[config.mk]
export PLATFORM = sky130hd
export DESIGN_NAME = rf_wb_arbiter_flat
export DESIGN_NICKNAME = d
export VERILOG_FILES = /design/src/rtl/rf_wb_arbiter_pkg.sv /design/src/rtl/rf_wb_arbiter_if.sv /design/src/rtl/rf_scoreboard.sv /design/src/rtl/rf_wb_arbiter.sv /design/src/flat_wrapper.sv
export SDC_FILE = /design/constraint.sdc
export NUM_CORES = 1
export LEC_CHECK = 0
export CAP_MARGIN = 25
export CELL_PAD_IN_SITES_DETAIL_PLACEMENT = 0
export CELL_PAD_IN_SITES_GLOBAL_PLACEMENT = 2
export CORE_MARGIN = 2
export CORE_UTILIZATION = 29
export CTS_CLUSTER_DIAMETER = 30
export DETAILED_ROUTE_END_ITERATION = 6
export GPL_TIMING_DRIVEN = 0
export PLACE_DENSITY_LB_ADDON = 0.1
export SETUP_SLACK_MARGIN = 0.02
export SYNTH_ARGS = -nofsm -noshare
export SYNTH_HDL_FRONTEND = slang
export SYNTH_SLANG_ARGS = --single-unit
[constraint.sdc]
create_clock -name clock -period 7.7 [get_ports clock]
set_input_delay 0.77 -clock clock [delete_from_list [all_inputs] [get_ports clock]]
set_output_delay 0.77 -clock clock [all_outputs]
set_load 0.02 [all_outputs]
[src/rtl/rf_wb_arbiter_pkg.sv]
`default_nettype none
// ============================================================================
// Module      : rf_wb_arbiter_pkg
// Description : Shared encodings for the register-file write-port arbiter
//               and its pending-register scoreboard.
// Revision    : 1.0 - initial release
// ============================================================================
package rf_wb_arbiter_pkg;

  // Owner encoding of a long-latency result.
  localparam logic SRC_MDU = 1'b0;
  localparam logic SRC_LSU = 1'b1;

  // Hard-wired zero register.
  localparam logic [4:0] REG_X0 = 5'd0;

  // Width of the starvation counter.
  localparam int STARVE_W = 4;

  // Which writer owns the register-file write port this cycle.
  typedef enum logic [1:0] {
    GNT_NONE = 2'd0,
    GNT_PIPE = 2'd1,
    GNT_MDU  = 2'd2,
    GNT_LSU  = 2'd3
  } gnt_e;

endpackage
`default_nettype wire

[src/rtl/rf_wb_arbiter_if.sv]
`default_nettype none
// ============================================================================
// Module      : rf_wb_arbiter_if
// Description : Bundle of all writer, issue, query and register-file write
//               port signals around rf_wb_arbiter.
//   master : pipeline/MDU/LSU/decode side (drives requests, sees grants)
//   slave  : arbiter side (sees requests, drives grants/status/rf port)
// Revision    : 1.0 - initial release
// ============================================================================
interface rf_wb_arbiter_if;
  logic        pipe_wen;
  logic [4:0]  pipe_wa;
  logic [31:0] pipe_wd;

  logic        mdu_valid;
  logic [4:0]  mdu_wa;
  logic [31:0] mdu_wd;
  logic        mdu_ready;

  logic        lsu_valid;
  logic [4:0]  lsu_wa;
  logic [31:0] lsu_wd;
  logic        lsu_ready;

  logic        iss_valid;
  logic        iss_src;
  logic [4:0]  iss_rd;

  logic [4:0]  qa;
  logic [4:0]  qb;
  logic        busy_a;
  logic        busy_b;

  logic        stall_req;
  logic        rf_wen;
  logic [4:0]  rf_wa;
  logic [31:0] rf_wd;
  logic        sb_err;

  modport master (
    output pipe_wen, pipe_wa, pipe_wd,
    output mdu_valid, mdu_wa, mdu_wd,
    input  mdu_ready,
    output lsu_valid, lsu_wa, lsu_wd,
    input  lsu_ready,
    output iss_valid, iss_src, iss_rd,
    output qa, qb,
    input  busy_a, busy_b,
    input  stall_req, rf_wen, rf_wa, rf_wd, sb_err
  );

  modport slave (
    input  pipe_wen, pipe_wa, pipe_wd,
    input  mdu_valid, mdu_wa, mdu_wd,
    output mdu_ready,
    input  lsu_valid, lsu_wa, lsu_wd,
    output lsu_ready,
    input  iss_valid, iss_src, iss_rd,
    input  qa, qb,
    output busy_a, busy_b,
    output stall_req, rf_wen, rf_wa, rf_wd, sb_err
  );
endinterface
`default_nettype wire

[src/rtl/rf_scoreboard.sv]
`default_nettype none
// ============================================================================
// Module      : rf_scoreboard
// Description : Pending-register scoreboard. Tracks destinations of issued
//               long-latency ops, which unit owns each, answers decode
//               busy queries and flags double issue (sticky sb_err).
// Ports       : clock, reset (async active-low)
//               iss_valid/iss_src/iss_rd : issue of a long-latency op
//               wr_valid/wr_src/wr_wa    : granted MDU/LSU write this cycle
//               qa/qb -> busy_a/busy_b   : decode source queries
//               sb_err                   : sticky double-issue error
// Revision    : 1.0 - initial release
// ============================================================================
module rf_scoreboard
  import rf_wb_arbiter_pkg::*;
(
  input  logic       clock,
  input  logic       reset,
  input  logic       iss_valid,
  input  logic       iss_src,
  input  logic [4:0] iss_rd,
  input  logic       wr_valid,
  input  logic       wr_src,
  input  logic [4:0] wr_wa,
  input  logic [4:0] qa,
  input  logic [4:0] qb,
  output logic       busy_a,
  output logic       busy_b,
  output logic       sb_err
);

  logic [31:0] pend_q, pend_d;
  logic [31:0] src_q,  src_d;
  logic        sb_err_q, sb_err_d;
  logic        wr_clr;

  always_comb begin
    // Only the unit that owns the entry may retire it; a stale write from
    // the other unit to the same register leaves the entry pending.
    wr_clr   = wr_valid && (src_q[wr_wa] == wr_src) && (wr_wa != REG_X0);
    pend_d   = pend_q;
    src_d    = src_q;
    sb_err_d = sb_err_q;
    if (wr_clr) begin
      pend_d[wr_wa] = 1'b0;
    end
    // Applied after the clear so a same-cycle set of the same register wins.
    if (iss_valid && (iss_rd != REG_X0)) begin
      pend_d[iss_rd] = 1'b1;
      src_d[iss_rd]  = iss_src;
      if (pend_q[iss_rd]) begin
        sb_err_d = 1'b1;
      end
    end
  end

  always_ff @(posedge clock or negedge reset) begin
    if (!reset) begin
      pend_q   <= '0;
      src_q    <= '0;
      sb_err_q <= 1'b0;
    end else begin
      pend_q   <= pend_d;
      src_q    <= src_d;
      sb_err_q <= sb_err_d;
    end
  end

  // A retiring write this cycle is bypassed by the register file, so the
  // queried register is already usable.
  always_comb begin
    busy_a = pend_q[qa] && (qa != REG_X0) && !(wr_clr && (wr_wa == qa));
    busy_b = pend_q[qb] && (qb != REG_X0) && !(wr_clr && (wr_wa == qb));
  end

  assign sb_err = sb_err_q;

endmodule
`default_nettype wire

[src/rtl/rf_wb_arbiter.sv]
`default_nettype none
// ============================================================================
// Module      : rf_wb_arbiter
// Description : Shares the single register-file write port between the
//               pipeline writeback (highest priority), the MDU and the LSU,
//               with a starvation counter that asks the pipeline to bubble.
//               Contains the scoreboard instance for RAW hazard queries.
// Ports       : clock, reset (async active-low), bus (rf_wb_arbiter_if.slave)
// Parameters  : STARVE_LIMIT (1..15) - denied cycles before stall_req
// Config      : WB_ARB_RR_EN defined   -> MDU/LSU round-robin
//               WB_ARB_RR_EN undefined -> fixed priority, MDU over LSU
// Revision    : 1.0 - initial release
// ============================================================================
module rf_wb_arbiter
  import rf_wb_arbiter_pkg::*;
#(
  parameter int unsigned STARVE_LIMIT = 4
) (
  input  logic           clock,
  input  logic           reset,
  rf_wb_arbiter_if.slave bus
);

  localparam logic [STARVE_W-1:0] LIMIT_C = STARVE_W'(STARVE_LIMIT);

  gnt_e                gnt;
  logic [STARVE_W-1:0] cnt_q, cnt_d;
  logic                sec_valid;
  logic                sec_gnt;
  logic [4:0]          mux_wa;
  logic [31:0]         mux_wd;

`ifdef WB_ARB_RR_EN
  // 0: MDU has priority on the next contention, 1: LSU has priority.
  logic ptr_q, ptr_d;
`endif

  assign sec_valid = bus.mdu_valid || bus.lsu_valid;

  // Grant selection: pipeline first, then the secondaries. With the
  // pipeline idle a waiting secondary is always granted, which is what
  // makes stall_req effective.
  always_comb begin
    gnt = GNT_NONE;
    if (bus.pipe_wen) begin
      gnt = GNT_PIPE;
    end else if (bus.mdu_valid && bus.lsu_valid) begin
`ifdef WB_ARB_RR_EN
      gnt = ptr_q ? GNT_LSU : GNT_MDU;
`else
      gnt = GNT_MDU;
`endif
    end else if (bus.mdu_valid) begin
      gnt = GNT_MDU;
    end else if (bus.lsu_valid) begin
      gnt = GNT_LSU;
    end
  end

  assign sec_gnt = (gnt == GNT_MDU) || (gnt == GNT_LSU);

  always_comb begin
    mux_wa = '0;
    mux_wd = '0;
    case (gnt)
      GNT_PIPE: begin mux_wa = bus.pipe_wa; mux_wd = bus.pipe_wd; end
      GNT_MDU:  begin mux_wa = bus.mdu_wa;  mux_wd = bus.mdu_wd;  end
      GNT_LSU:  begin mux_wa = bus.lsu_wa;  mux_wd = bus.lsu_wd;  end
      default:  begin mux_wa = '0;          mux_wd = '0;          end
    endcase
  end

  // Outputs are forced low while reset is held, independent of requests.
  always_comb begin
    bus.mdu_ready = reset && (gnt == GNT_MDU);
    bus.lsu_ready = reset && (gnt == GNT_LSU);
    // Writes to x0 are consumed but never reach the register file.
    bus.rf_wen    = reset && (gnt != GNT_NONE) && (mux_wa != REG_X0);
    bus.rf_wa     = reset ? mux_wa : 5'd0;
    bus.rf_wd     = reset ? mux_wd : 32'd0;
  end

  // Starvation counter: saturates rather than wrapping so a long protocol
  // violation cannot silently drop stall_req.
  always_comb begin
    cnt_d = '0;
    if (sec_valid && !sec_gnt) begin
      cnt_d = (cnt_q == '1) ? cnt_q : cnt_q + 1'b1;
    end
  end

  assign bus.stall_req = (cnt_q >= LIMIT_C);

`ifdef WB_ARB_RR_EN
  always_comb begin
    ptr_d = ptr_q;
    if (gnt == GNT_MDU) begin
      ptr_d = 1'b1;
    end else if (gnt == GNT_LSU) begin
      ptr_d = 1'b0;
    end
  end

  always_ff @(posedge clock or negedge reset) begin
    if (!reset) begin
      ptr_q <= 1'b0;
    end else begin
      ptr_q <= ptr_d;
    end
  end
`endif

  always_ff @(posedge clock or negedge reset) begin
    if (!reset) begin
      cnt_q <= '0;
    end else begin
      cnt_q <= cnt_d;
    end
  end

  rf_scoreboard u_scoreboard (
    .clock     (clock),
    .reset     (reset),
    .iss_valid (bus.iss_valid),
    .iss_src   (bus.iss_src),
    .iss_rd    (bus.iss_rd),
    .wr_valid  (sec_gnt),
    .wr_src    ((gnt == GNT_LSU) ? SRC_LSU : SRC_MDU),
    .wr_wa     (mux_wa),
    .qa        (bus.qa),
    .qb        (bus.qb),
    .busy_a    (bus.busy_a),
    .busy_b    (bus.busy_b),
    .sb_err    (bus.sb_err)
  );

endmodule
`default_nettype wire

[src/flat_wrapper.sv]
// flat-port wrapper written by rule: the top's interface ports become plain ports
module rf_wb_arbiter_flat import rf_wb_arbiter_pkg::*;
#(
  parameter int unsigned STARVE_LIMIT = 4
)
  (clock, reset, bus_pipe_wen, bus_pipe_wa, bus_pipe_wd, bus_mdu_valid, bus_mdu_wa, bus_mdu_wd, bus_mdu_ready, bus_lsu_valid, bus_lsu_wa, bus_lsu_wd, bus_lsu_ready, bus_iss_valid, bus_iss_src, bus_iss_rd, bus_qa, bus_qb, bus_busy_a, bus_busy_b, bus_stall_req, bus_rf_wen, bus_rf_wa, bus_rf_wd, bus_sb_err);
  rf_wb_arbiter_if bus_i ();
  input  logic clock;
  input  logic reset;
  input wire logic [$bits(bus_i.pipe_wen)-1:0] bus_pipe_wen;
  input wire logic [$bits(bus_i.pipe_wa)-1:0] bus_pipe_wa;
  input wire logic [$bits(bus_i.pipe_wd)-1:0] bus_pipe_wd;
  input wire logic [$bits(bus_i.mdu_valid)-1:0] bus_mdu_valid;
  input wire logic [$bits(bus_i.mdu_wa)-1:0] bus_mdu_wa;
  input wire logic [$bits(bus_i.mdu_wd)-1:0] bus_mdu_wd;
  output wire logic [$bits(bus_i.mdu_ready)-1:0] bus_mdu_ready;
  input wire logic [$bits(bus_i.lsu_valid)-1:0] bus_lsu_valid;
  input wire logic [$bits(bus_i.lsu_wa)-1:0] bus_lsu_wa;
  input wire logic [$bits(bus_i.lsu_wd)-1:0] bus_lsu_wd;
  output wire logic [$bits(bus_i.lsu_ready)-1:0] bus_lsu_ready;
  input wire logic [$bits(bus_i.iss_valid)-1:0] bus_iss_valid;
  input wire logic [$bits(bus_i.iss_src)-1:0] bus_iss_src;
  input wire logic [$bits(bus_i.iss_rd)-1:0] bus_iss_rd;
  input wire logic [$bits(bus_i.qa)-1:0] bus_qa;
  input wire logic [$bits(bus_i.qb)-1:0] bus_qb;
  output wire logic [$bits(bus_i.busy_a)-1:0] bus_busy_a;
  output wire logic [$bits(bus_i.busy_b)-1:0] bus_busy_b;
  output wire logic [$bits(bus_i.stall_req)-1:0] bus_stall_req;
  output wire logic [$bits(bus_i.rf_wen)-1:0] bus_rf_wen;
  output wire logic [$bits(bus_i.rf_wa)-1:0] bus_rf_wa;
  output wire logic [$bits(bus_i.rf_wd)-1:0] bus_rf_wd;
  output wire logic [$bits(bus_i.sb_err)-1:0] bus_sb_err;
  assign bus_i.pipe_wen = bus_pipe_wen;
  assign bus_i.pipe_wa = bus_pipe_wa;
  assign bus_i.pipe_wd = bus_pipe_wd;
  assign bus_i.mdu_valid = bus_mdu_valid;
  assign bus_i.mdu_wa = bus_mdu_wa;
  assign bus_i.mdu_wd = bus_mdu_wd;
  assign bus_mdu_ready = bus_i.mdu_ready;
  assign bus_i.lsu_valid = bus_lsu_valid;
  assign bus_i.lsu_wa = bus_lsu_wa;
  assign bus_i.lsu_wd = bus_lsu_wd;
  assign bus_lsu_ready = bus_i.lsu_ready;
  assign bus_i.iss_valid = bus_iss_valid;
  assign bus_i.iss_src = bus_iss_src;
  assign bus_i.iss_rd = bus_iss_rd;
  assign bus_i.qa = bus_qa;
  assign bus_i.qb = bus_qb;
  assign bus_busy_a = bus_i.busy_a;
  assign bus_busy_b = bus_i.busy_b;
  assign bus_stall_req = bus_i.stall_req;
  assign bus_rf_wen = bus_i.rf_wen;
  assign bus_rf_wa = bus_i.rf_wa;
  assign bus_rf_wd = bus_i.rf_wd;
  assign bus_sb_err = bus_i.sb_err;
  rf_wb_arbiter #(.STARVE_LIMIT(STARVE_LIMIT)) u_core (.clock(clock), .reset(reset), .bus(bus_i));
endmodule
==> results.yml <==
outcome:
  status: "finished clean"
timing:
  slew_headroom: 0.367
  grt_setup_unrepaired: "no"
  setup_viol_count_final: 0
  period_needed_ps: 5420
  drv_slew: 0
  tightest_slew_ps: 943
  max_clock_freq_mhz: 185
  holdWs_ps: 254
  fin_ws_ps: 2280
  fin_setup_tns_ps: 0
  timing.final.crit_share: 0.704
  final-hold-violation-count: 0
  skew_ps: 11.8
cells_and_area:
  final_nets: 861
  antenna_cells: 0
  drive_gt1_frac: 0.141
  areaGrowthSynthToFinish_pct: 44.8
  fillers: 1722
global_routing:
  grt_pass1_wl_mm: 30.5
  grt_usage: 0.222
  grt_max_degree: 65
  grt-ovfl-total: 0
  grt_pass1_vias: 4984
  antenna_found_initial: 0
drt:
  ant_nets: 0
  vias_per_cell: 5.39
  drc: 0
  post_drt_wl_per_cell_um: 21.3
  firstDrtPassIters: 5
  drt_iter0_drc: 347
  wl_mm: 20.3
  num_vias: 5163
logic_synthesis:
  yosys.cell_types.count: 46
  syn_inst: 546
  avgSynthCellArea_um2: 9.30
  syn_nets: 680
  ys_warn_count: 0
  ys_seq_area_frac: 0.335
  ys.flop_type: "dfrtp_1"
  syn_area_um2: 5080
  synthArstFlopShare: 1.00
  synth_seq_cells: 68
  synth-edff-count: 0
clock_network:
  cts_root_buffer: "clkbuf_16"
  worst_skew_pair.late_latency_ps: 340
  h-tree-depth: 3
  cts_tree: "done"
  numCtsBuffers: 9
  post-cts-setup-buffer-count: 0
  cts_hold_buffers: 0
  clk_pin_slew_worst_paths_ps: 60
  cts_resized: 0
  clock_path_buffers: 2
  cts_sinks: 68
floorplan:
  die_y_um: 136
  rows: 48
  die_x_um: 136
  io_pins: 177
  core_area_um2: 17200
  start_util: 0.295
  dieArea_um2: 18600
placed_design:
  dp_slack_ps: 2170
  dp_hpwl_mm: 16.3
  routabilityCongestion: 0.842
  port_buffers: 168
critical_path:
  end_kind: "primary output"
  r2r_start: "u_core.u_scoreboard.src_q[5]$_DFFE_PN0P_"
  critical_path_class: "in2out"
  crit_path_start: "bus_pipe_wen"
  cp.required_ps: 6930
  cp_data_arrival_time_ps: 4650
  critPathLaunchType: "input pin"
  cp_max_fo: 10
pwr:
  cellPowerDensity_nw_per_um2: 190
  cellLeakagePower_nw: 2.77
  peakVddDrop_mv: 0.115
  swShare: 0.325
  p_comb_frac: 0.351
  p_int_w: 0.000942
  p_sw_w: 0.000454
  clkPwrFrac: 0.274
  power_frac_seq: 0.375
flow_run:
  drv_cap: 0
worst_hold_path:
  min_path_type: "in2async"
==> metrics by stage <==
stage | cells | total power (W) | utilization | instance area, µm²
after detailed placement | 941 | 0.00102 | 0.410 | 7070
final | 957 | 0.00140 | 0.426 | 7350
after global placement | 939 | 0.00100 | 0.408 | 7040
after CTS | 957 | 0.00140 | 0.426 | 7350
after floorplan | 546 | 0.000801 | - | 5080
after global routing | 957 | 0.00147 | 0.426 | 7350
==> Yosys cell counts (2+ instances only) <==
| library cell | number | area share |
|---|---|---|
| and3_1 | 4 | 0.0049 |
| xor2_1 | 2 | 0.0035 |
| nor2_1 | 75 | 0.055 |
| o21ai_0 | 35 | 0.035 |
| a221o_1 | 32 | 0.063 |
| nand4_1 | 2 | 0.0025 |
| a21o_1 | 2 | 0.0030 |
| mux2_2 | 35 | 0.078 |
| mux4_2 | 27 | 0.12 |
| buf_2 | 5 | 0.0049 |
| nor2b_1 | 7 | 0.0086 |
| xnor2_1 | 9 | 0.016 |
| mux2i_4 | 4 | 0.018 |
| buf_1 | 5 | 0.0037 |
| nand2_1 | 63 | 0.047 |
| mux2i_1 | 3 | 0.0059 |
| nor4_1 | 2 | 0.0025 |
| and2_1 | 5 | 0.0062 |
| a22o_1 | 4 | 0.0069 |
| nand3_1 | 10 | 0.0099 |
| or2_2 | 3 | 0.0037 |
| nand2b_1 | 6 | 0.0074 |
| a21oi_1 | 35 | 0.035 |
| buf_4 | 2 | 0.0030 |
| a32o_1 | 7 | 0.014 |
| a31oi_1 | 30 | 0.037 |
| clkbuf_1 | 31 | 0.023 |
| nand3b_1 | 3 | 0.0044 |
| dfrtp_1 | 68 | 0.34 |
| nor3_1 | 12 | 0.012 |
| buf_6 | 3 | 0.0067 |
==> state kept, by name, summed over array words and instances (netlist names) <==
name,flops
u_core.u_scoreboard.sb_err,1
u_core.u_scoreboard.src_q,32
u_core.u_scoreboard.pend_q,31
u_core.cnt_q,4
==> layout make-up <==
cell class	instances	area [µm²]	share of cell area
Clock inverter	6	40.0	0.00545
Sequential cell	68	1700	0.232
Buffer	46	209	0.0284
Tap cell	225	282	0.0383
Timing Repair Buffer	170	1710	0.233
Multi-Input combinational cell	431	3160	0.430
Inverter	1	3.75	0.000511
Clock buffer	10	239	0.0325
==> logic make-up (layout without fill, tap and decap cells) <==
group           after synthesis  in the layout  share of synthesized area
simple gates                196            196                      0.170
compound gates              153            153                      0.207
mux                          70             70                      0.224
flops                        68             68                      0.335
buf+inv                      47            233                     0.0419
xor+xnor                     11             11                     0.0190
fa+ha+maj                     1              1                    0.00246
==> per-layer routing <==
metal,vias up,track usage,share of wire
met3,12,0.0433,0.063
met5,-,0,0
met2,183,0.362,0.48
met1,2547,0.306,0.45
li1,2421,-,-
met4,0,0.0451,0.0094
==> critical path, cell delays in order <==
cell and delay (ps):
clkdlybuf4s50_1 480, buf_2 230, nor2b_1 150, a31oi_1 240, clkbuf_1 440, nor3_1 260
a22o_1 250, or4_1 520, buf_6 170, mux2_4 320, a31oi_1 180, clkdlybuf4s50_1 630
==> power groups by stage <==
stage,Combinational (W),Clock (W),Sequential [W]
detailed placement,0.000492,0,0.000525
global route,0.000532,0.000406,0.000532
floorplan,0.000315,0,0.000487
CTS,0.000493,0.000390,0.000519
global placement,0.000485,0,0.000518
finish,0.000489,0.000383,0.000524
==> cells in the final DEF, fill, tap and decap left out, types with 2 or more instances in the layout <==
| cell type | count |
|---|---|
| a21o_1 | 2 |
| a21oi_1 | 35 |
| a221o_1 | 32 |
| a22o_1 | 4 |
| a31oi_1 | 30 |
| a32o_1 | 7 |
| and2_1 | 5 |
| and3_1 | 4 |
| buf_1 | 5 |
| buf_2 | 6 |
| buf_4 | 3 |
| buf_6 | 3 |
| clkbuf_1 | 31 |
| clkbuf_16 | 9 |
| clkdlybuf4s50_1 | 167 |
| clkinv_2 | 3 |
| clkinv_4 | 2 |
| dfrtp_1 | 68 |
| mux2_2 | 35 |
| mux2i_1 | 3 |
| mux2i_4 | 4 |
| mux4_2 | 27 |
| nand2_1 | 63 |
| nand2b_1 | 6 |
| nand3_1 | 10 |
| nand3b_1 | 3 |
| nand4_1 | 2 |
| nor2_1 | 75 |
| nor2b_1 | 7 |
| nor3_1 | 12 |
| nor4_1 | 2 |
| o21ai_0 | 35 |
| or2_2 | 3 |
| xnor2_1 | 9 |
| xor2_1 | 2 |
==> worst paths after layout <==
check	to	slack, ps	depth (start not counted)
hold / removal	u_core.u_scoreboard.src_q[6]$_DFFE_PN0P_	250	1
hold reg to reg	u_core.u_scoreboard.sb_err$_DFFE_PN0P_	480	1
max in group asynchronous	u_core.u_scoreboard.pend_q[22]$_DFF_PN0_	6890	2
min in group clock	u_core.u_scoreboard.sb_err$_DFFE_PN0P_	480	1
setup reg to reg	u_core.u_scoreboard.pend_q[13]$_DFF_PN0_	5350	7
setup / recovery	bus_busy_b	2280	12
No activity file was read; power rests on OpenSTA's default activity.
